--- src/rtl/output_controler_pkg.sv ---
// rtl/output_controler_pkg.sv - shared route codes, port count and flit field positions
// Route codes are the 3-bit values the per-input XY controllers present to each output.
package output_controler_pkg;

  localparam int ROUTE_W   = 3;
  localparam int NUM_PORTS = 5;

  typedef enum logic [ROUTE_W-1:0] {
    LOCAL        = 3'b000,
    EAST         = 3'b001,
    WEST         = 3'b010,
    NORTH        = 3'b011,
    SOUTH        = 3'b100,
    NOT_REGISTER = 3'b111
  } route_e;

  localparam int X_DES_LSB = 0;
  localparam int Y_DES_LSB = 2;
  localparam int DES_W     = 2;

  // Destination pair {y_des, x_des}; the output side carries these bits through untouched.
  function automatic logic [2*DES_W-1:0] flit_dest(input logic [7:0] flit);
    return {flit[Y_DES_LSB +: DES_W], flit[X_DES_LSB +: DES_W]};
  endfunction

endpackage

--- src/rtl/output_controler_rr_arbiter.sv ---
// rtl/output_controler_rr_arbiter.sv - round-robin arbiter over the input controllers
// Grants the first requester found scanning from i_rr_ptr upward, modulo N_IN.
module output_controler_rr_arbiter #(
  parameter int N_IN = 5,
  parameter int PW   = (N_IN > 1) ? $clog2(N_IN) : 1
) (
  input  logic [N_IN-1:0] i_req,
  input  logic            i_en,
  input  logic [PW-1:0]   i_rr_ptr,
  output logic [N_IN-1:0] o_gnt,
  output logic [PW-1:0]   o_winner
);

  logic [PW-1:0] w_idx;
  logic          w_found;

  always_comb begin
    o_gnt    = '0;
    o_winner = '0;
    w_found  = 1'b0;
    w_idx    = '0;
    for (int k = 0; k < N_IN; k++) begin
      w_idx = PW'((int'(i_rr_ptr) + k) % N_IN);
      if (i_en && !w_found && i_req[w_idx]) begin
        o_gnt[w_idx] = 1'b1;
        o_winner     = w_idx;
        w_found      = 1'b1;
      end
    end
  end

endmodule

--- src/rtl/output_controler.sv ---
// rtl/output_controler.sv - NoC router output port: collect, arbitrate, buffer, forward
// Flits whose route code matches PORT_ID are acked round-robin and queued for the downstream link.
module output_controler
  import output_controler_pkg::*;
#(
  parameter int                    DATA_WIDTH = 8,
  parameter int                    N_REGISTER = ROUTE_W,
  parameter int                    N_IN       = NUM_PORTS,
  parameter int                    DEPTH      = 4,
  parameter logic [N_REGISTER-1:0] PORT_ID    = N_REGISTER'(LOCAL)
) (
  input  logic                         clk,
  input  logic                         rst,
  input  logic [N_IN*N_REGISTER-1:0]   reg_in,
  input  logic [N_IN*DATA_WIDTH-1:0]   data_in,
  output logic [N_IN-1:0]              ack,
  input  logic                         down_full,
  output logic [DATA_WIDTH-1:0]        data_out,
  output logic                         write,
  output logic [$clog2(DEPTH):0]       count
);

  localparam int PW = (N_IN > 1) ? $clog2(N_IN) : 1;
  localparam int AW = $clog2(DEPTH);
  localparam int CW = AW + 1;
  localparam logic [N_REGISTER-1:0] NO_ROUTE = N_REGISTER'(NOT_REGISTER);

  logic [DATA_WIDTH-1:0] r_mem [DEPTH];
  logic [AW-1:0]         r_wr_ptr;
  logic [AW-1:0]         r_rd_ptr;
  logic [CW-1:0]         r_count;
  logic [PW-1:0]         r_rr_ptr;

  logic [N_IN-1:0]       w_req;
  logic                  w_accept;
  logic [N_IN-1:0]       w_gnt;
  logic [PW-1:0]         w_winner;
  logic [DATA_WIDTH-1:0] w_push_data;
  logic                  w_write;

  for (genvar i = 0; i < N_IN; i++) begin : g_req
    assign w_req[i] = (reg_in[i*N_REGISTER +: N_REGISTER] == PORT_ID) &&
                      (reg_in[i*N_REGISTER +: N_REGISTER] != NO_ROUTE);
  end

  // Full blocks acceptance even when a pop happens the same cycle; reset forces ack low.
  assign w_accept = (|w_req) && (r_count < CW'(DEPTH)) && !rst;

  output_controler_rr_arbiter #(
    .N_IN (N_IN),
    .PW   (PW)
  ) u_arb (
    .i_req    (w_req),
    .i_en     (w_accept),
    .i_rr_ptr (r_rr_ptr),
    .o_gnt    (w_gnt),
    .o_winner (w_winner)
  );

  assign w_push_data = data_in[w_winner*DATA_WIDTH +: DATA_WIDTH];
  assign w_write     = (r_count != '0) && !down_full;

  assign ack      = w_gnt;
  assign write    = w_write;
  assign count    = r_count;
  assign data_out = (r_count != '0) ? r_mem[r_rd_ptr] : '0;

  always_ff @(posedge clk) begin
    if (w_accept) begin
      r_mem[r_wr_ptr] <= w_push_data;
    end
  end

  always_ff @(posedge clk or posedge rst) begin
    if (rst) begin
      r_wr_ptr <= '0;
      r_rd_ptr <= '0;
      r_count  <= '0;
      r_rr_ptr <= '0;
    end else begin
      if (w_accept) begin
        r_wr_ptr <= r_wr_ptr + 1'b1;
        r_rr_ptr <= (w_winner == PW'(N_IN - 1)) ? '0 : w_winner + 1'b1;
      end
      if (w_write) begin
        r_rd_ptr <= r_rd_ptr + 1'b1;
      end
      if (w_accept && !w_write) begin
        r_count <= r_count + 1'b1;
      end else if (!w_accept && w_write) begin
        r_count <= r_count - 1'b1;
      end
    end
  end

endmodule

--- config.mk ---
export PLATFORM = sky130hd
export DESIGN_NAME = output_controler
export DESIGN_NICKNAME = d
export VERILOG_FILES = /design/src/rtl/output_controler_pkg.sv /design/src/rtl/output_controler_rr_arbiter.sv /design/src/rtl/output_controler.sv
export SDC_FILE = /design/constraint.sdc
export NUM_CORES = 1
export LEC_CHECK = 0
export BUFFER_PORTS_ARGS = -buffer_cell sky130_fd_sc_hd__buf_2
export CAP_MARGIN = 10
export CORE_MARGIN = 1.5
export CORE_UTILIZATION = 51
export DETAILED_ROUTE_END_ITERATION = 10
export MAX_ROUTING_LAYER = met4
export PLACE_DENSITY = 0.77
export SYNTH_ARGS = -nofsm -noshare
export SYNTH_HDL_FRONTEND = slang
export SYNTH_HIERARCHICAL = 1
export SYNTH_SLANG_ARGS = --single-unit
export TNS_END_PERCENT = 5
--- constraint.sdc ---
create_clock -name clk -period 5.5 [get_ports clk]
set_input_delay 0.275 -clock clk [delete_from_list [all_inputs] [get_ports clk]]
set_output_delay 0.275 -clock clk [all_outputs]
set_load 0.03 [all_outputs]
==> flow_metrics.env, run 1 <==
export IMPL_run_status="completed"
export IMPL_clkPwrFrac_pct=10.5
export IMPL_cpPeakStageDelay_ps=450
export IMPL_slew_viol_final=0
export IMPL_avgViaCountPerCell=6.14
export IMPL_drive_gt1_share_pct=29.8
export IMPL_finClkSkew_ps=6.79
export IMPL_ant_nets=0
export IMPL_cp_start_kind="flop"
export IMPL_async_reset_ff_share_pct=23.8
export IMPL_cpLargestDelayFamily="compound AO/OA/AOI/OAI gates"
export IMPL_clock_path_buffers=2
export IMPL_reg2reg_slack_ps=300
export IMPL_pin_count=75
export IMPL_synth_simple_area_share_pct=19.4
export IMPL_synth_area_mux_share_pct=13.4
export IMPL_seqPwrFrac_pct=22.5
export IMPL_netlist_top_cells_area="edfxtp_1 (24%), ha_1 (7.6%), dfrtp_1 (6.3%)"
export IMPL_place_gp_congestion=0.923
export IMPL_htreeDepth=2
export IMPL_cp_depth=20
export IMPL_fin_crit_sh_pct=94.6
export IMPL_p_switching_w=0.00107
export IMPL_coreArea_mm2=0.00741
export IMPL_p_int_w=0.00118
export IMPL_yosys_cell_types_count=79
export IMPL_crit_path_end_kind="flop"
export IMPL_worstReg2RegStart="r_rr_ptr[1]$_DFFE_PP0P_"
export IMPL_drt_first_pass_iters=5
export IMPL_synth_compound_area_share_pct=19.8
export IMPL_synth_top_area_share_pct=24.2
export IMPL_finalSetupTns_ps=0
export IMPL_crit_required_ps=5520
export IMPL_synthFlopType="edfxtp_1"
export IMPL_diodes=0
export IMPL_yosysWarnings=6
export IMPL_fmax_mhz=192
export IMPL_die_y_um=91.3
export IMPL_worstPathArrival_ps=5220
export IMPL_critPathKind="flop to flop"
export IMPL_path_clk_slew_ps=80
export IMPL_setup_viol=0
export IMPL_switching_share_pct=47.5
export IMPL_grt_first_pass_wirelength_um=16900
export IMPL_synth_top_area_cell="edfxtp_1"
export IMPL_nets=562
export IMPL_worst_path_buf_inv=4
export IMPL_cts_root_buffer="clkbuf_8"
export IMPL_grt_pass1_vias=3409
export IMPL_antenna_found_initial=0
export IMPL_vias=3553
export IMPL_seq_area_frac_synth_pct=30.5
export IMPL_dieWidth_um=91.3
export IMPL_tightest_slew_ps=754
export IMPL_hpwl_um=8050
export IMPL_min_path_type="input pin to flop"
export IMPL_path_max_fanout=14
export IMPL_synth_seq_cells=42
export IMPL_synth_top_family_by_area="compound AO/OA/AOI/OAI gates"
export IMPL_crit_start="r_rr_ptr[1]$_DFFE_PP0P_"
export IMPL_mappedNetlistArea_mm2=0.00397
export IMPL_synth_area_per_cell_um2=9.86
export IMPL_yosys_area_share_xor_xnor_pct=3.28
export IMPL_p_leak_nw=1.89
export IMPL_worstPathCellList="buf_4, ha_1, xor2_2, inv_2, ha_1, inv_1, ha_1, and4b_1, a311oi_2, o21ai_0, o32ai_1, nand3_1, a311o_1, nor2b_2, nand3_1, nand4_1, inv_1, nor2_2, a21oi_1, o22ai_1"
export IMPL_crit_top_cell="ha_1"
export IMPL_grt_usage_pct=26.1
export IMPL_clk_latency_ps=290
export IMPL_synthCells=403
export IMPL_drc_errors=0
export IMPL_initial_core_util_pct=53.6
export IMPL_p_per_area_mw_per_mm2=490
export IMPL_setup_worst_path_end="r_mem[2][2]$_DFFE_PP_"
export IMPL_cts_tree="done"
export IMPL_cts_buffers=5
export IMPL_area_growth_pct=15.7
export IMPL_drt_initial_drc_count=296
export IMPL_power_frac_comb_pct=67.0
export IMPL_cap_violations=0
export IMPL_fin_crit_ps=5200
export IMPL_cp_slowest_cell="a311oi_2"
export IMPL_r2r_end="r_mem[2][2]$_DFFE_PP_"
export IMPL_grt_max_degree=27
export IMPL_slew_headroom_pct=49.4
export IMPL_clock_sinks=42
export IMPL_worstRegToRegCells=20
export IMPL_synth_nets=486
export IMPL_die_area_mm2=0.00833
export IMPL_post_cts_buffers=0
export IMPL_routedWlPerCell_um=17.9
export IMPL_grt_overflow_total=0
export IMPL_wirelength_um=10400
export IMPL_rows=31
export IMPL_max_vdd_ir_drop_mv=0.202
export IMPL_fin_hold_ws_ps=313
export IMPL_finalHoldViolCount=0
export IMPL_synth_edf_count=32
export IMPL_synth_fa_ha_area_share_pct=8.06
export IMPL_portBuffers=74
==> metrics by stage <==
| step | utilization [%] | setup WS [ps] | total power, W | instance area (µm²) | std cells |
|---|---|---|---|---|---|
| final | 62.0 | 299 | 0.00225 | 4600 | 579 |
| after global routing | 62.0 | -13.6 | 0.00241 | 4600 | 579 |
| after CTS | 61.9 | 266 | 0.00224 | 4590 | 579 |
| after detailed placement | 60.3 | 289 | 0.00200 | 4470 | 570 |
| after global placement | 60.3 | 425 | 0.00197 | 4470 | 570 |
| after floorplan | - | 117 | 0.00165 | 3970 | 403 |
==> cell type report <==
| class | count | area (µm²) |
|---|---|---|
| Inverter | 27 | 101 |
| Multi-Input combinational cell | 312 | 2550 |
| Tap cell | 99 | 124 |
| Fill cell | 604 | 2810 |
| Timing Repair Buffer | 91 | 500 |
| Sequential cell | 42 | 1210 |
| Clock buffer | 6 | 72.6 |
| Clock inverter | 2 | 37.5 |
==> logic make-up after synthesis <==
logic type	count (synthesis)
multiplexers	39
AO/OA/AOI/OAI	102
flip-flops	42
XOR/XNOR	14
AND/OR/NAND/NOR	132
buffers and inverters	49
adder cells (fa/ha/maj)	25
==> state kept, by name, summed over array words and instances, names as in the netlist <==
register	flops
count	3
r_rr_ptr	3
r_mem	32
r_rd_ptr	2
r_wr_ptr	2
==> placed cells by master, fill, tap and decap left out, types with 15 or more instances in the layout <==
master	instances
nand2_1	24
mux2i_1	22
ha_1	24
buf_4	16
nand3_1	15
a21oi_1	20
buf_2	74
nor2_1	23
inv_1	26
edfxtp_1	32
==> worst reg2reg max path, stage by stage (launching register included) <==
cell      delay [ps]
dfrtp_1          380
buf_4            200
ha_1             240
xor2_2           200
inv_2            120
ha_1             170
inv_1             50
ha_1             280
and4b_1          200
a311oi_2         450
o21ai_0          200
o32ai_1          230
nand3_1          210
a311o_1          450
nor2b_2          220
nand3_1          180
nand4_1          270
inv_1            110
nor2_2           270
a21oi_1          110
o22ai_1          410
==> worst min path at each step <==
| stage | start | endpoint | slack, ps | depth (start not counted) |
|---|---|---|---|---|
| final | down_full | r_rd_ptr[1]$_DFFE_PP0P_ | 310 | 4 |
| after detailed placement | rst | r_rd_ptr[1]$_DFFE_PP0P_ | 270 | 2 |
| after floorplan | rst | count[0]$_DFFE_PP0P_ | 120 | 1 |
| after CTS | down_full | r_rd_ptr[1]$_DFFE_PP0P_ | 310 | 4 |
| after global routing | down_full | r_rd_ptr[0]$_DFFE_PP0P_ | 320 | 3 |
| after global placement | rst | r_rd_ptr[1]$_DFFE_PP0P_ | 270 | 2 |
==> power by group through the flow <==
stage | combinational, W | sequential [W] | clock [W]
6_report | 0.00151 | 0.000507 | 0.000236
4_1_cts | 0.00149 | 0.000508 | 0.000238
5_1_grt | 0.00164 | 0.000518 | 0.000252
2_1_floorplan | 0.00115 | 0.000501 | 0
3_5_place_dp | 0.00148 | 0.000517 | 0
3_3_place_gp | 0.00146 | 0.000511 | 0
==> synth_stat cells (6+ instances only) <==
library cell / count
edfxtp_1: 32
inv_1: 26
ha_1: 24
nand2_1: 24
nor2_1: 24
mux2i_1: 22
a21oi_1: 20
nand3_1: 15
nand2b_1: 11
nor2b_1: 11
dfrtp_1: 10
mux4_2: 10
clkbuf_1: 9
o21ai_0: 9
xnor2_1: 9
o22ai_1: 8
o211ai_1: 7
buf_2: 6
buf_4: 6
nor3_1: 6
nor3_2: 6
o32ai_1: 6
==> repair_timing <==
item	CTS	global route
endpoints found under the hold margin	10	0
hold buffers	1	0
endpoints found under the setup margin	0	24
resized for setup	0	2
==> routing by layer <==
layer / wire (µm) / vias up / GRT usage [%] / part of all wire [%]
met4: 203 / 0 / 6.25 / 2.0
met1: 4380 / 1698 / 34.1 / 42
met3: 715 / 21 / 2.26 / 6.9
met2: 5090 / 152 / 43.7 / 49
met5: 0 / - / - / 0
li1: - / 1682 / - / -
(Power assumes the default switching activity.)
==> run 2, diff against run 1 <==
- ABC_AREA: default -> 1
- PLACE_DENSITY: 0.77 -> 0.86
==> run 2 against run 1 <==
Worst setup slack improved by 230 ps; sequential power is 13% higher; clock power fell by 16%; largest cell class unchanged; flip-flop and latch count stayed put; final cell count is 26% higher; first-iteration DRC count is 1.0% higher; via count up 12%; worst hold slack got worse by 47 ps; die area fell by 1.6%; critical path depth is 8 higher.
==> flow_metrics.env, run 2 <==
export IMPL_diodes=0
export IMPL_htreeDepth=2
export IMPL_cap_violations=0
export IMPL_crit_top_cell="nand2_1"
export IMPL_area_growth_pct=13.5
export IMPL_fin_total_pwr_w=0.00294
export IMPL_dieWidth_um=90.5
export IMPL_grt_first_pass_wirelength_um=16300
export IMPL_drc_errors=0
export IMPL_drt_first_pass_iters=5
export IMPL_async_reset_ff_share_pct=23.8
export IMPL_rsz0062_at_grt="no"
export IMPL_avgViaCountPerCell=5.45
export IMPL_seq_area_frac_synth_pct=31.0
export IMPL_portBuffers=74
export IMPL_setup_viol=0
export IMPL_synth_top_area_share_pct=24.6
export IMPL_cp_start_kind="flop"
export IMPL_synth_edf_count=32
export IMPL_fin_crit_sh_pct=90.3
export IMPL_wirelength_um=9990
export IMPL_place_gp_congestion=0.975
export IMPL_clock_path_buffers=2
export IMPL_antenna_found_initial=0
export IMPL_yosys_cell_types_count=42
export IMPL_worstPathArrival_ps=5010
export IMPL_die_area_mm2=0.00820
export IMPL_cp_slowest_cell="o21ai_0"
export IMPL_fin_crit_ps=4970
export IMPL_synthCells=555
export IMPL_p_per_area_mw_per_mm2=661
export IMPL_grt_usage_pct=25.3
export IMPL_tightest_slew_ps=765
export IMPL_slew_viol_final=0
export IMPL_largest_reg_flops=32
export IMPL_drt_initial_drc_count=299
export IMPL_cpPeakStageDelay_ps=500
export IMPL_vias=3967
export IMPL_grt_pass1_vias=3680
export IMPL_post_cts_buffers=0
export IMPL_yosysWarnings=6
export IMPL_die_y_um=90.5
export IMPL_run_status="completed"
export IMPL_min_path_type="input pin to flop"
export IMPL_nets=711
export IMPL_max_vdd_ir_drop_mv=0.371
export IMPL_final_core_util_pct=60.5
export IMPL_critPathKind="flop to flop"
export IMPL_routedWlPerCell_um=13.7
export IMPL_synth_nets=638
export IMPL_coreArea_mm2=0.00733
export IMPL_path_max_fanout=13
export IMPL_finalHoldViolCount=0
export IMPL_pin_count=75
export IMPL_synth_seq_cells=42
export IMPL_synth_most_common_cell="nand2_1"
export IMPL_finalSetupTns_ps=0
export IMPL_hpwl_um=7880
export IMPL_finClkSkew_ps=6.46
export IMPL_grt_overflow_total=0
export IMPL_final_common_cell="nand2_1"
export IMPL_clk_latency_ps=300
export IMPL_slew_headroom_pct=48.8
export IMPL_synthFlopType="edfxtp_1"
export IMPL_path_clk_slew_ps=80
export IMPL_initial_core_util_pct=53.3
export IMPL_synth_top_area_cell="edfxtp_1"
export IMPL_p_leak_nw=2.19
export IMPL_ant_nets=0
export IMPL_netlist_top_cells_area="edfxtp_1 (25%), nand2_1 (12%), nand3_1 (8.3%)"
export IMPL_crit_path_end_kind="flop"
export IMPL_largest_register="r_mem"
export IMPL_ys_top_cells_by_count="nand2_1 (120), nor2_1 (75), nand3_1 (65)"
export IMPL_drive_gt1_share_pct=23.5
export IMPL_mappedNetlistArea_mm2=0.00391
export IMPL_cts_tree="done"
export IMPL_cts_root_buffer="clkbuf_8"
export IMPL_crit_required_ps=5540
export IMPL_rows=31
export IMPL_clock_sinks=42
export IMPL_cts_buffers=5
export IMPL_grt_max_degree=20
export IMPL_fmax_mhz=201
export IMPL_synth_area_per_cell_um2=7.04
export IMPL_final_cell_mix="nand2_1 (120), nor2_1 (75), buf_2 (74), nand3_1 (65), inv_1 (63)"
-- run 2: cell types whose count changed after synthesis, moves of 22 or more --
| cell | change |
|---|---|
| nand2_1 | +96 |
| mux2i_1 | -22 |
| nand2_2 | +23 |
| nand3_1 | +50 |
| nor2_1 | +51 |
| inv_1 | +37 |
| o21ai_0 | +23 |
-- run 2: where the power goes --
part	internal [W]	leakage (nW)	switching, W	total, W
Combinational	0.000667	1.74	0.00150	0.00216
Clock	0.0000906	0.0408	0.000108	0.000198
Sequential	0.000486	0.412	0.0000873	0.000574
Total	0.00124	2.19	0.00169	0.00294
-- run 2: final cells by class --
type	instances	area, µm²
fill	656	2890
multi-input combinational	422	2310
sequential	42	1210
timing repair buffer	77	395
inverter	80	300
tap	99	124
clock buffer	5	68.8
clock inverter	3	23.8
-- run 2: kinds of logic (layout without fill, tap and decap cells) --
kind of cell | Yosys count | count (layout) | synth area share [%]
fa+ha+maj | 25 | 25 | 8.19
simple gates | 316 | 316 | 38.6
compound gates | 71 | 71 | 9.92
buf+inv | 91 | 165 | 9.79
flops | 42 | 42 | 31.0
xor+xnor | 9 | 9 | 2.21
mux | 1 | 1 | 0.288
-- run 2: metrics by stage --
stage	hold WS [ps]	instance area (µm²)	std cells	setup WS, ps
floorplan	115	3910	555	1470
global placement	300	4340	719	1040
detailed placement	319	4340	719	760
CTS	259	4440	728	720
global route	273	4440	728	190
finish	265	4440	728	532
-- run 2: per-layer routing --
| layer | track usage, % | part of all wire, % | routed length, µm | vias up |
|---|---|---|---|---|
| li1 | - | - | - | 1948 |
| met1 | 29.6 | 40 | 3960 | 1822 |
| met2 | 44.4 | 51 | 5090 | 169 |
| met3 | 2.78 | 6.6 | 655 | 28 |
| met4 | 9.66 | 2.9 | 287 | 0 |
| met5 | - | 0 | 0 | - |
-- run 2: worst paths after layout --
check / start / end / slack, ps / depth (start not counted)
worst max-delay path: r_rr_ptr[0]$_DFFE_PP0P_ / r_mem[1][2]$_DFFE_PP_ / 530 / 28
worst min-delay path: down_full / r_rd_ptr[1]$_DFFE_PP0P_ / 270 / 4
worst max register to register: r_rr_ptr[0]$_DFFE_PP0P_ / r_mem[1][2]$_DFFE_PP_ / 530 / 28
worst min register to register: r_wr_ptr[0]$_DFFE_PP0P_ / r_wr_ptr[0]$_DFFE_PP0P_ / 540 / 2
max in group asynchronous: rst / count[2]$_DFFE_PP0P_ / 4680 / 3
min in group asynchronous: rst / r_wr_ptr[0]$_DFFE_PP0P_ / 540 / 3
-- run 2: timing repair --
action / in CTS / in global routing
hold buffers: 1 / 0
resized for setup: 0 / 0
hold endpoints to repair: 10 / 0
endpoints found under the setup margin: 0 / 0
-- run 2: critical path, delay by kind of cell (launching register included) --
family	cells	cell delay [ps]
buffers and inverters	7	1120
DFF	1	370
AOI/OAI and AO/OA	2	590
adders and majority gates	4	930
and+or+nand+nor	15	1690
==> run 3, diff against run 2 <==
- CORE_ASPECT_RATIO: default -> 2
- RECOVER_POWER: default -> 25
==> run 3 against run 2 <==
Fmax up 6.4%; register-to-register slack better by 300 ps; sequential power down 2%; highest routed layer unchanged; wire length down 7.8%; the run now ends with hold timing left; largest power group unchanged; final cell count down 0.69%.
==> flow_metrics.env, run 3 (synthesized netlist as in run 2, its figures left out) <==
export IMPL_drc_errors=0
export IMPL_critPathKind="flop to flop"
export IMPL_area_growth_pct=14.0
export IMPL_cpLargestDelayFamily="simple AND/OR/NAND/NOR gates"
export IMPL_hpwl_um=7160
export IMPL_crit_required_ps=5530
export IMPL_cpPeakStageDelay_ps=470
export IMPL_cts_tree="done"
export IMPL_grt_pass1_vias=3587
export IMPL_finalHoldViolCount=10
export IMPL_rows=45
export IMPL_pin_count=75
export IMPL_routedWlPerCell_um=12.7
export IMPL_hold_buffers=0
export IMPL_dieWidth_um=64.9
export IMPL_cap_violations=0
export IMPL_slew_headroom_pct=11.9
export IMPL_grt_usage_pct=24.0
export IMPL_clock_path_buffers=2
export IMPL_worstPathArrival_ps=4700
export IMPL_drive_gt1_share_pct=22.3
export IMPL_fmax_mhz=214
export IMPL_coreArea_mm2=0.00749
export IMPL_cts_resized=0
export IMPL_p_leak_nw=2.21
export IMPL_drt_first_pass_iters=7
export IMPL_worst_path_buf_inv=6
export IMPL_path_max_fanout=11
export IMPL_place_gp_congestion=0.951
export IMPL_htreeDepth=2
export IMPL_setup_viol=0
export IMPL_rsz0062_at_grt="no"
export IMPL_slew_viol_final=0
export IMPL_crit_path_end_kind="flop"
export IMPL_drt_initial_drc_count=251
export IMPL_largest_reg_flops=32
export IMPL_clk_latency_ps=280
export IMPL_cp_slowest_cell="o21ai_0"
export IMPL_cts_buffers=5
export IMPL_fin_crit_sh_pct=84.9
export IMPL_avgViaCountPerCell=5.31
export IMPL_final_cell_mix="nand2_1 (121), nor2_1 (76), buf_2 (69), nand3_1 (65), inv_1 (63)"
export IMPL_diodes=0
export IMPL_vias=3837
export IMPL_min_path_type="input pin to async pin"
export IMPL_tightest_slew_ps=1310
export IMPL_post_cts_buffers=0
export IMPL_p_per_area_mw_per_mm2=672
export IMPL_grt_max_degree=20
export IMPL_largest_register="r_mem"
export IMPL_initial_core_util_pct=52.2
export IMPL_cts_root_buffer="clkbuf_16"
export IMPL_finClkSkew_ps=7.29
export IMPL_final_common_cell="nand2_1"
export IMPL_portBuffers=74
export IMPL_path_clk_slew_ps=60
export IMPL_max_vdd_ir_drop_mv=0.428
export IMPL_wirelength_um=9210
export IMPL_die_y_um=127
export IMPL_grt_first_pass_wirelength_um=15600
export IMPL_die_area_mm2=0.00823
export IMPL_clock_sinks=42
export IMPL_run_status="finished, violations left"
export IMPL_crit_top_cell="nand2_1"
export IMPL_grt_overflow_total=0
export IMPL_fin_hold_ws_ps=-35.7
export IMPL_failed_checks="hold timing"
export IMPL_cp_start_kind="flop"
export IMPL_nets=711
export IMPL_ant_nets=0
export IMPL_antenna_found_initial=0
export IMPL_finalSetupTns_ps=0
export IMPL_fin_crit_ps=4670
[run 3: cell count changes in the layout (fill, tap and decap cells not counted), moves of 4 or more]
cell       previous run  this run
clkbuf_8              5         1
buf_2                74        69
clkbuf_16             0         5
clkbuf_1              0         5
[run 3: layer usage]
layer  wire length, µm  track usage, %  vias up
met5                 0               -        -
met4               171            6.38        0
met3               728            3.99       25
met2              4400            39.8      168
met1              3910            30.1     1694
li1                  -               -     1950
[run 3: worst paths after layout]
path                       slack (ps)  cells past startpoint                 endpoint               startpoint
setup / recovery                  830                     27    r_mem[0][2]$_DFFE_PP_  r_rr_ptr[0]$_DFFE_PP0P_
hold / removal                    -40                      2  r_rd_ptr[1]$_DFFE_PP0P_                      rst
min in group clk                  300                      3  r_rd_ptr[0]$_DFFE_PP0P_                down_full
max in group asynchronous        5240                      2  r_rr_ptr[1]$_DFFE_PP0P_                      rst
setup reg to reg                  830                     27    r_mem[0][2]$_DFFE_PP_  r_rr_ptr[0]$_DFFE_PP0P_
hold reg to reg                   530                      1     count[2]$_DFFE_PP0P_     count[2]$_DFFE_PP0P_
[run 3: cell type report]
| cell class | instances | area, µm² |
|---|---|---|
| multi-input cells | 422 | 2290 |
| repair buffers | 77 | 387 |
| well taps | 94 | 118 |
| flip-flops and latches | 42 | 1210 |
| fillers | 706 | 3030 |
| clock buffers | 6 | 139 |
| inverters | 80 | 300 |
| clock inverters | 2 | 12.5 |
[run 3: per-stage QoR]
stage | cell area, µm² | cells | util [%] | total power, W | setup slack [ps]
floorplan | 3910 | 555 | - | 0.00229 | 1470
global placement | 4340 | 715 | 57.9 | 0.00263 | 1210
detailed placement | 4340 | 715 | 57.9 | 0.00270 | 909
CTS | 4490 | 723 | 59.9 | 0.00300 | 886
global route | 4460 | 723 | 59.5 | 0.00330 | 436
finish | 4460 | 723 | 59.5 | 0.00299 | 832
[run 3: report_power, final]
| part | internal (W) | total (W) | switching [W] |
|---|---|---|---|
| combinational | 0.000662 | 0.00214 | 0.00148 |
| sequential | 0.000487 | 0.000561 | 0.0000737 |
| clock | 0.000179 | 0.000290 | 0.000111 |
